<file path="src/rtl/rejunity_ternary_dot.sv">
// rejunity_ternary_dot
//   Ternary-weight x binary-activation dot product engine, 32 elements wide.
//   Weight masks P (+1) and N (-1) and activation mask A are shifted in a
//   byte at a time. Commands fold dot = popcount(A&P) - popcount(A&N)
//   into a saturating 14-bit signed accumulator.
//
// Ports
//   clk     : clock, rising edge
//   rst_n   : async active-low reset, clears all state
//   ena     : block enable, all state holds when low
//   ui_in   : operand byte (SEL!=0) or command byte (SEL==0: [1]=CLR, [0]=ACC)
//   uio_in  : [1:0] = SEL (01:P, 10:N, 11:A, 00:command), [7:2] ignored
//   uo_out  : acc[7:0]
//   uio_out : {acc[13:8], 2'b00}
//   uio_oe  : constant 8'hFC (upper six bidirectional pins driven)
//
// PopCount32
//   data  : 32-bit word
//   count : number of set bits, 0..32, combinational

module PopCount32 (
  input  logic [31:0] data,
  output logic [5:0]  count
);
  // Two-level adder tree: byte-wise counts, then sum of the four bytes.
  logic [3:0][3:0] byte_cnt;

  for (genvar g = 0; g < 4; g++) begin : g_byte
    always_comb begin
      byte_cnt[g] = 4'd0;
      for (int i = 0; i < 8; i++)
        byte_cnt[g] = byte_cnt[g] + {3'd0, data[g*8+i]};
    end
  end

  always_comb
    count = {2'd0, byte_cnt[0]} + {2'd0, byte_cnt[1]} +
            {2'd0, byte_cnt[2]} + {2'd0, byte_cnt[3]};
endmodule

module rejunity_ternary_dot (
  input  logic       clk,
  input  logic       rst_n,
  input  logic       ena,
  input  logic [7:0] ui_in,
  input  logic [7:0] uio_in,
  output logic [7:0] uo_out,
  output logic [7:0] uio_out,
  output logic [7:0] uio_oe
);
  localparam logic [1:0] SEL_CMD = 2'b00;
  localparam logic [1:0] SEL_P   = 2'b01;
  localparam logic [1:0] SEL_N   = 2'b10;
  localparam logic [1:0] SEL_A   = 2'b11;

  logic [31:0] p_q, n_q, a_q;
  logic [13:0] acc_q;
  logic [1:0]  sel;
  logic        cmd_clr, cmd_acc;

  logic [5:0]  pos_cnt, neg_cnt;
  logic [6:0]  dot;      // signed, -32..+32
  logic [13:0] dot_ext;
  logic [14:0] sum;      // one guard bit above acc
  logic [13:0] acc_sat;

  assign sel     = uio_in[1:0];
  assign cmd_clr = ui_in[1];
  assign cmd_acc = ui_in[0];

  PopCount32 u_pc_pos (.data(a_q & p_q), .count(pos_cnt));
  PopCount32 u_pc_neg (.data(a_q & n_q), .count(neg_cnt));

  // Elements with both masks set count once on each side and cancel out.
  assign dot     = {1'b0, pos_cnt} - {1'b0, neg_cnt};
  assign dot_ext = {{7{dot[6]}}, dot};
  assign sum     = {acc_q[13], acc_q} + {dot_ext[13], dot_ext};

  // |dot| <= 32, so overflow is visible as the guard bit disagreeing with
  // the 14-bit sign; clamp toward the side the guard bit names.
  always_comb begin
    acc_sat = sum[13:0];
    if (sum[14] != sum[13])
      acc_sat = sum[14] ? 14'h2000 : 14'h1FFF;
  end

  always_ff @(posedge clk or negedge rst_n) begin
    if (!rst_n) begin
      p_q   <= '0;
      n_q   <= '0;
      a_q   <= '0;
      acc_q <= '0;
    end else if (ena) begin
      case (sel)
        SEL_P:   p_q <= {p_q[23:0], ui_in};
        SEL_N:   n_q <= {n_q[23:0], ui_in};
        SEL_A:   a_q <= {a_q[23:0], ui_in};
        SEL_CMD: begin
          if (cmd_clr)      acc_q <= cmd_acc ? dot_ext : 14'd0;
          else if (cmd_acc) acc_q <= acc_sat;
        end
        default: ;
      endcase
    end
  end

  assign uo_out  = acc_q[7:0];
  assign uio_out = {acc_q[13:8], 2'b00};
  assign uio_oe  = 8'hFC;
endmodule

</file>
<file path="config.mk">
export PLATFORM = sky130hd
export DESIGN_NAME = rejunity_ternary_dot
export DESIGN_NICKNAME = d
export VERILOG_FILES = /design/src/rtl/rejunity_ternary_dot.sv
export SDC_FILE = /design/constraint.sdc
export NUM_CORES = 1
export LEC_CHECK = 0
export CORE_UTILIZATION = 35
export DETAILED_ROUTE_END_ITERATION = 10
export PLACE_DENSITY_LB_ADDON = 0.25
export SYNTH_ARGS = -nofsm -noshare
export SYNTH_HDL_FRONTEND = slang
export SYNTH_HIERARCHICAL = 1
export SYNTH_SLANG_ARGS = --single-unit
export TNS_END_PERCENT = 30
</file>
<file path="constraint.sdc">
create_clock -name clk -period 9.2 [get_ports clk]
set_clock_uncertainty 0.2 [all_clocks]
set_input_delay 0.92 -clock clk [delete_from_list [all_inputs] [get_ports clk]]
set_output_delay 0.92 -clock clk [all_outputs]
set_load 0.02 [all_outputs]
</file>
==> out/qor.yml, run 1 <==
outcome:
  status: "finished clean"
floorplanning:
  start_util_pct: 36.3
  die_x_um: 148
  num_rows: 52
  die_h_um: 148
  core_area_um2: 20500
  design.die.area_um2: 21800
  io_pins: 43
critical_path:
  cp.buffers_inverters: 7
  rr_endpoint: "acc_q[12]"
  max_stage_delay_ns: 0.60
  cp_top_family: "adder cells"
  r2r_cells: 28
  required_ns: 9.21
  worstPathMaxFanout: 8
  worstSetupPathType: "reg -> reg"
  slowest_stage: "a2111oi_0"
  r2r-start: "p_q[0]"
  crit_top_cell: "fa_1"
  worst_ep_arrival_time_ns: 8.30
  cp-end-kind: "flip-flop"
  rrSetupSlack_ns: 0.92
  start_kind: "flip-flop"
layout:
  nets: 800
  regArea_um2: 2750
  drive_gt1_share_pct: 18.9
  post-route-util_pct: 40.3
  final_area_um2: 8250
  areaGrowthSynthToFinish_pct: 11.0
  fillers: 1994
  n_antenna_cell: 0
  multiInputGateArea_um2: 4260
global_routing:
  grt_usage_pct: 15.1
  grt_pass1_wl_um: 25700
  grt_max_degree: 62
  grt_overflow: 0
  grt_pass1_vias: 5186
  antenna_found_initial: 0
yosys:
  synthArstFlopShare_pct: 100
  synth_edf_count: 0
  ys_types: 61
  ys_seq_area_share_pct: 37.0
  yosys-top-cells-count: "110 x dfrtp_1, 93 x mux2_2, 78 x inv_1, 66 x and2_1, 50 x fa_1"
  yosys_warnings: 6
  synth_seq_cells: 110
  synth_top_area_share_pct: 37.0
  netlist_area_um2: 7430
  ys.flop_type: "dfrtp_1"
  synth_top_cells_by_area: "dfrtp_1 37%, mux2_2 14%, fa_1 13%"
  yosys.area.top_type: "dfrtp_1"
  avgSynthCellArea_um2: 11.0
  syn_inst: 674
  yosysMostFrequentCell: "dfrtp_1"
sta:
  timing.final.crit_share_pct: 90.0
  hold_violations: 0
  tightestPinTransition_ns: 1.01
  maxSlewHeadroom_pct: 32.5
  slew_viol_final: 0
  rsz0062_at_grt: "no"
  max_clock_freq_ghz: 0.121
  setup_viol: 0
  fin_setup_tns_ns: 0
  finalWorstPathRequiredPeriod_ns: 8.28
worst_hold_path:
  hp-start: "n_q[25]"
  hp-class: "reg -> reg"
  hold_path_end: "n_q[25]"
  whs_path_depth: 1
routing:
  wl_per_cell_um: 15.9
  vias: 4821
  routed_wl_um: 15400
  ant_nets: 0
  first_iter_violations: 186
  first_pass_iters: 4
  via_per_inst: 4.96
  drcViolationCount: 0
cts:
  path_clk_slew_ns: 0.08
  cts_tree: "yes"
  cts.sinks: 110
  h-tree-depth: 3
  cts_resized: 0
  clockRootBuffer: "clkbuf_16"
  clock_latency_ns: 0.36
  cts_setup_buffers: 0
  cts_buffers: 9
  hold_buffers: 0
  cts_buffer_depth: 2
placed_design:
  hpwl_um: 11800
  gp_congestion: 0.814
  port_buffers: 26
  place_area_um2: 7950
run:
  maxCapViolations: 0
-- cell families after synthesis --
kind of cell | after synthesis | share of synthesized area [%]
buffers and inverters | 106 | 6.06
flip-flops | 110 | 37.0
adder cells (fa/ha/maj) | 84 | 19.2
multiplexers | 94 | 14.2
other | 2 | 0.101
AND/OR/NAND/NOR | 162 | 12.2
XOR/XNOR | 15 | 1.77
AO/OA/AOI/OAI | 101 | 9.38
-- per-layer routing --
layer	vias up	routed length (µm)	GRT usage (%)
li1	2304	-	-
met1	2427	7540	21.2
met3	15	464	3.33
met5	-	0	0
met2	75	7260	23.9
met4	0	171	3.51
-- worst max path at each step --
stage                      start        end  slack, ns  cells after the start
after floorplan           a_q[0]  acc_q[12]       1.57                     28
after global placement    a_q[0]  acc_q[12]       1.05                     29
after detailed placement  a_q[0]  acc_q[12]       0.86                     28
after CTS                 a_q[0]  acc_q[12]       0.86                     28
after global routing      p_q[0]  acc_q[12]       0.43                     28
final                     p_q[0]  acc_q[12]       0.92                     28
-- sequential cells by signal (all words and copies together), names as in the netlist --
signal	flops
n_q	32
p_q	32
a_q	32
acc_q	14
-- metrics by stage --
stage,setup WS (ns),cells,hold slack (ns)
floorplan,1.57,682,0.259
global placement,1.05,956,0.280
detailed placement,0.864,956,0.287
CTS,0.858,972,0.305
global route,0.431,972,0.314
finish,0.917,972,0.302
-- final cells by class --
| type | instances | share of cell area (%) |
|---|---|---|
| clock buffers | 10 | 2.78 |
| clock inverters | 6 | 0.864 |
| inverters | 78 | 3.55 |
| multi-input cells | 466 | 51.7 |
| flip-flops and latches | 110 | 33.4 |
| well taps | 270 | 4.09 |
| repair buffers | 32 | 3.67 |
-- layout by cell type (no fill, tap or decap), types with 6 or more instances in the layout --
master           instances
dfrtp_1                110
mux2_2                  93
inv_1                   78
and2_1                  66
fa_1                    50
ha_1                    34
clkdlybuf4s50_1         25
a21oi_1                 24
nand2_1                 24
o21ai_0                 22
nor2_1                  21
nand3_1                 14
xnor2_1                 12
conb_1                  10
clkbuf_16                9
nor3_1                   7
and3_1                   7
buf_4                    7
a21o_1                   6
Power of run 1 is not shown: default switching activity piles up to over one toggle a cycle in this logic, so the estimate is an artifact.
==> inputs of run 2 (changes only) <==
--- a/config.mk
+++ b/config.mk
@@ -5,7 +5,7 @@
 export SDC_FILE = /design/constraint.sdc
 export NUM_CORES = 1
 export LEC_CHECK = 0
-export CORE_UTILIZATION = 35
+export CORE_UTILIZATION = 65
 export DETAILED_ROUTE_END_ITERATION = 10
 export PLACE_DENSITY_LB_ADDON = 0.25
 export SYNTH_ARGS = -nofsm -noshare
==> constraint.sdc (replaced) <==
create_clock -name clk -period 10.37 [get_ports clk]
set_clock_uncertainty 0.2 [all_clocks]
set_input_delay 1.037 -clock clk [delete_from_list [all_inputs] [get_ports clk]]
set_output_delay 1.037 -clock clk [all_outputs]
set_load 0.02 [all_outputs]
==> run 2 against run 1 <==
  * First-iteration DRC count is 40% higher
  * Hold slack better by 0.00098 ns
  * Final area is 2.3% lower
  * Utilization is 33 points higher
  * Sequential share of layout area is 0.78 points higher
  * Non-clock buffer count is 3 lower
  * Global-route usage is 14 points higher
  * Register-to-register slack better by 0.12 ns
  * Wire length hardly changed
  * Critical path depth stayed put
  * Critical endpoint unchanged
==> out/qor.yml, run 2 (same netlist as run 1, synthesis figures left out) <==
critical_path:
  max_stage_delay_ns: 0.78
  worstSetupStartpoint: "a_q[0]"
  cp-end-kind: "flip-flop"
  crit_top_cell: "fa_1"
  required_ns: 10.39
  slowest_stage: "a2111oi_0"
  worstPathMaxFanout: 11
  worst_ep_arrival_time_ns: 9.35
  worstSetupPathType: "reg -> reg"
  r2r-start: "a_q[0]"
  start_kind: "flip-flop"
routing:
  routed_wl_um: 15400
  vias: 4931
  first_iter_violations: 261
  drcViolationCount: 0
  via_per_inst: 5.88
  wl_per_cell_um: 18.4
  ant_nets: 0
  wl_met2_um: 7550
  m1WireLength_um: 6990
  highest_layer: "met4"
  met3_length_um: 569
  first_pass_iters: 5
sta:
  hold_violations: 0
  tightestPinTransition_ns: 1.10
  finalWorstPathRequiredPeriod_ns: 9.33
  rsz0062_at_grt: "no"
  slew_viol_final: 0
  setup_viol: 0
  fin_setup_tns_ns: 0
  hold_ws_ns: 0.303
  maxSlewHeadroom_pct: 26.2
  timing.final.crit_share_pct: 90.0
  max_clock_freq_ghz: 0.107
layout:
  final_area_um2: 8060
  multiInputGateArea_um2: 4260
  layout_commonest_cell: "dfrtp_1"
  n_antenna_cell: 0
  final_cell_mix: "110 x dfrtp_1, 93 x mux2_2, 78 x inv_1"
  areaGrowthSynthToFinish_pct: 8.48
  drive_gt1_share_pct: 18.7
  regArea_um2: 2750
  fillers: 747
  nets: 797
  largest_registers: "a_q (32), n_q (32), p_q (32)"
outcome:
  status: "finished clean"
placed_design:
  port_buffers: 26
  place_area_um2: 7760
  gp_congestion: 0.866
  hpwl_um: 11500
floorplanning:
  num_rows: 38
  start_util_pct: 67.7
  io_pins: 43
  die_h_um: 109
  die_x_um: 109
  core_area_um2: 11000
  design.die.area_um2: 11900
cts:
  cts_buffers: 9
  clockRootBuffer: "clkbuf_16"
  cts_buffer_depth: 2
  hold_buffers: 0
  cts_setup_buffers: 0
  cts.sinks: 110
  cts_tree: "yes"
  clock_latency_ns: 0.36
  path_clk_slew_ns: 0.08
  cts_resized: 0
  h-tree-depth: 3
run:
  maxCapViolations: 0
worst_hold_path:
  hp-class: "reg -> reg"
  hp-start: "n_q[30]"
global_routing:
  grt_max_degree: 60
  grt_usage_pct: 28.7
  grt_overflow: 0
  antenna_found_initial: 0
  grt_pass1_wl_um: 25400
  grt_pass1_vias: 5164
-- run 2: metal layers --
layer	GRT usage, %	up-vias
met5	0	-
met4	10.1	0
met3	4.60	24
met2	48.2	106
met1	37.8	2490
li1	-	2311
-- run 2: path summary, 6_finish.rpt --
path                            slack [ns]        end  cells after the start
min in group asynchronous             0.49    n_q[10]                      1
max in group asynchronous             8.29    a_q[11]                      2
worst max register to register        1.04  acc_q[12]                     28
worst min register to register        0.30    n_q[30]                      1
worst max-delay path                  1.04  acc_q[12]                     28
worst min-delay path                  0.30    n_q[30]                      1
-- run 2: final cells by class --
class	instances	share of cell area (%)
Inverter	78	3.63
Clock inverter	6	0.729
Multi-Input combinational cell	466	52.9
Timing Repair Buffer	29	3.48
Clock buffer	10	2.96
Sequential cell	110	34.1
Tap cell	140	2.17
-- run 2: critical path: cells and delay by family, from the launching register on --
family                     cells  cell delay, ns
AOI/OAI and AO/OA             10            3.55
adders and majority gates     10            4.52
and+or+nand+nor                1            0.14
DFF                            1            0.38
buffers and inverters          7            0.41
-- run 2: per-stage QoR --
| stage | worst slack [ns] | utilization [%] | cells |
|---|---|---|---|
| floorplan | 2.74 | - | 682 |
| global placement | 1.38 | 70.7 | 823 |
| detailed placement | 1.20 | 70.7 | 823 |
| CTS | 1.18 | 73.4 | 839 |
| global route | 0.797 | 73.4 | 839 |
| finish | 1.04 | 73.4 | 839 |
Power of run 2 is left out for the same reason.
==> inputs of run 3 (changes only) <==
==> constraint.sdc (replaced) <==
create_clock -name clk -period 11.8 [get_ports clk]
set_clock_uncertainty 0.2 [all_clocks]
set_input_delay 1.18 -clock clk [delete_from_list [all_inputs] [get_ports clk]]
set_output_delay 1.18 -clock clk [all_outputs]
set_load 0.02 [all_outputs]
==> run 3 against run 2 <==
  * Flip-flop and latch count is the same
  * Global-route usage shrank 0.23 points
  * Hold slack is essentially flat
  * Non-clock buffer count is the same
  * Critical path depth is the same
  * Maximum frequency grew 2.8%
  * Wire length shrank 1.3%
  * Worst setup slack gained 1.7 ns
  * Sequential share of layout area is essentially flat
  * Utilization grew 0.091 points
  * Count of clock-buffer cells in the layout shrank 1
  * Die area is the same
  * Critical path type unchanged
==> out/qor.yml, run 3 (same netlist as run 1, synthesis figures left out) <==
floorplanning:
  design.die.area_um2: 11900
  num_rows: 38
  io_pins: 43
  die_x_um: 109
  die_h_um: 109
  core_area_um2: 11000
  start_util_pct: 67.7
routing:
  wl_per_cell_um: 18.2
  routed_wl_um: 15200
  vias: 4939
  first_iter_violations: 272
  drcViolationCount: 0
  ant_nets: 0
  via_per_inst: 5.89
  first_pass_iters: 5
global_routing:
  grt_usage_pct: 28.5
  grt_max_degree: 60
  antenna_found_initial: 0
  grt_pass1_vias: 5085
  grt_overflow: 0
  grt_pass1_wl_um: 25100
layout:
  fillers: 754
  layout_commonest_cell: "dfrtp_1"
  drive_gt1_share_pct: 18.7
  n_antenna_cell: 0
  final_cell_mix: "110 x dfrtp_1, 93 x mux2_2, 78 x inv_1"
  regArea_um2: 2750
  nets: 797
  areaGrowthSynthToFinish_pct: 8.62
  largest_registers: "a_q (32), n_q (32), p_q (32)"
  multiInputGateArea_um2: 4260
placed_design:
  hpwl_um: 11500
  port_buffers: 26
  gp_congestion: 0.880
cts:
  cts_buffer_depth: 2
  cts_setup_buffers: 0
  cts.sinks: 110
  clock_latency_ns: 0.36
  hold_buffers: 0
  path_clk_slew_ns: 0.08
  cts_buffers: 9
  h-tree-depth: 3
  cts_tree: "yes"
  cts_resized: 0
  clockRootBuffer: "clkbuf_16"
critical_path:
  rrSetupSlack_ns: 2.72
  worstSetupPathType: "reg -> reg"
  r2r_cells: 28
  slowest_stage: "o211ai_1"
  crit_top_cell: "fa_1"
  cp-end-kind: "flip-flop"
  start_kind: "flip-flop"
  worst_ep_arrival_time_ns: 9.15
  crit_end: "acc_q[12]"
  max_stage_delay_ns: 0.78
  rr_endpoint: "acc_q[12]"
  r2r-start: "a_q[0]"
  worstPathMaxFanout: 11
  required_ns: 11.87
  worstSetupStartpoint: "a_q[0]"
run:
  maxCapViolations: 0
sta:
  fin_setup_tns_ns: 0
  timing.final.crit_share_pct: 76.9
  setup_viol: 0
  hold_violations: 0
  finalWorstPathRequiredPeriod_ns: 9.08
  maxSlewHeadroom_pct: 32.4
  rsz0062_at_grt: "no"
  tightestPinTransition_ns: 1.01
  max_clock_freq_ghz: 0.110
  slew_viol_final: 0
worst_hold_path:
  hp-class: "reg -> reg"
outcome:
  status: "finished clean"
[run 3: worst min path at each step]
stage,from,cells after the start,endpoint
6_report,n_q[28],1,n_q[28]
5_1_grt,n_q[25],1,n_q[25]
4_1_cts,n_q[25],1,n_q[25]
3_5_place_dp,n_q[25],1,n_q[25]
3_3_place_gp,n_q[28],1,n_q[28]
2_1_floorplan,n_q[1],2,n_q[1]
[run 3: layout make-up]
class	instances	share of cell area, %
timing repair buffer	29	3.47
clock inverter	7	1.02
multi-input combinational	466	52.8
tap	140	2.17
sequential	110	34.1
clock buffer	9	2.79
inverter	78	3.63
[run 3: metal layers]
metal | up-vias | track usage [%] | share of wire, %
li1 | 2313 | - | -
met1 | 2484 | 37.6 | 44
met2 | 122 | 48.0 | 50
met3 | 20 | 5.08 | 3.8
met4 | 0 | 8.69 | 1.8
met5 | - | 0 | 0
[run 3: per-stage QoR]
stage,hold slack [ns],instances,util [%],instance area [µm²],worst slack [ns]
after floorplan,0.259,682,-,7460,4.17
after global placement,0.280,823,70.7,7760,2.94
after detailed placement,0.286,823,70.7,7760,2.74
after CTS,0.305,839,73.5,8070,2.71
after global routing,0.311,839,73.5,8070,2.22
final,0.304,839,73.5,8070,2.72
[run 3: worst max-delay path, delay by kind of cell (launching register included)]
family | cells | cell delay (ns)
adders and majority gates | 10 | 4.51
and+or+nand+nor | 1 | 0.14
DFF | 1 | 0.38
AOI/OAI and AO/OA | 10 | 3.29
buffers and inverters | 7 | 0.44
Power of run 3 is left out for the same reason.
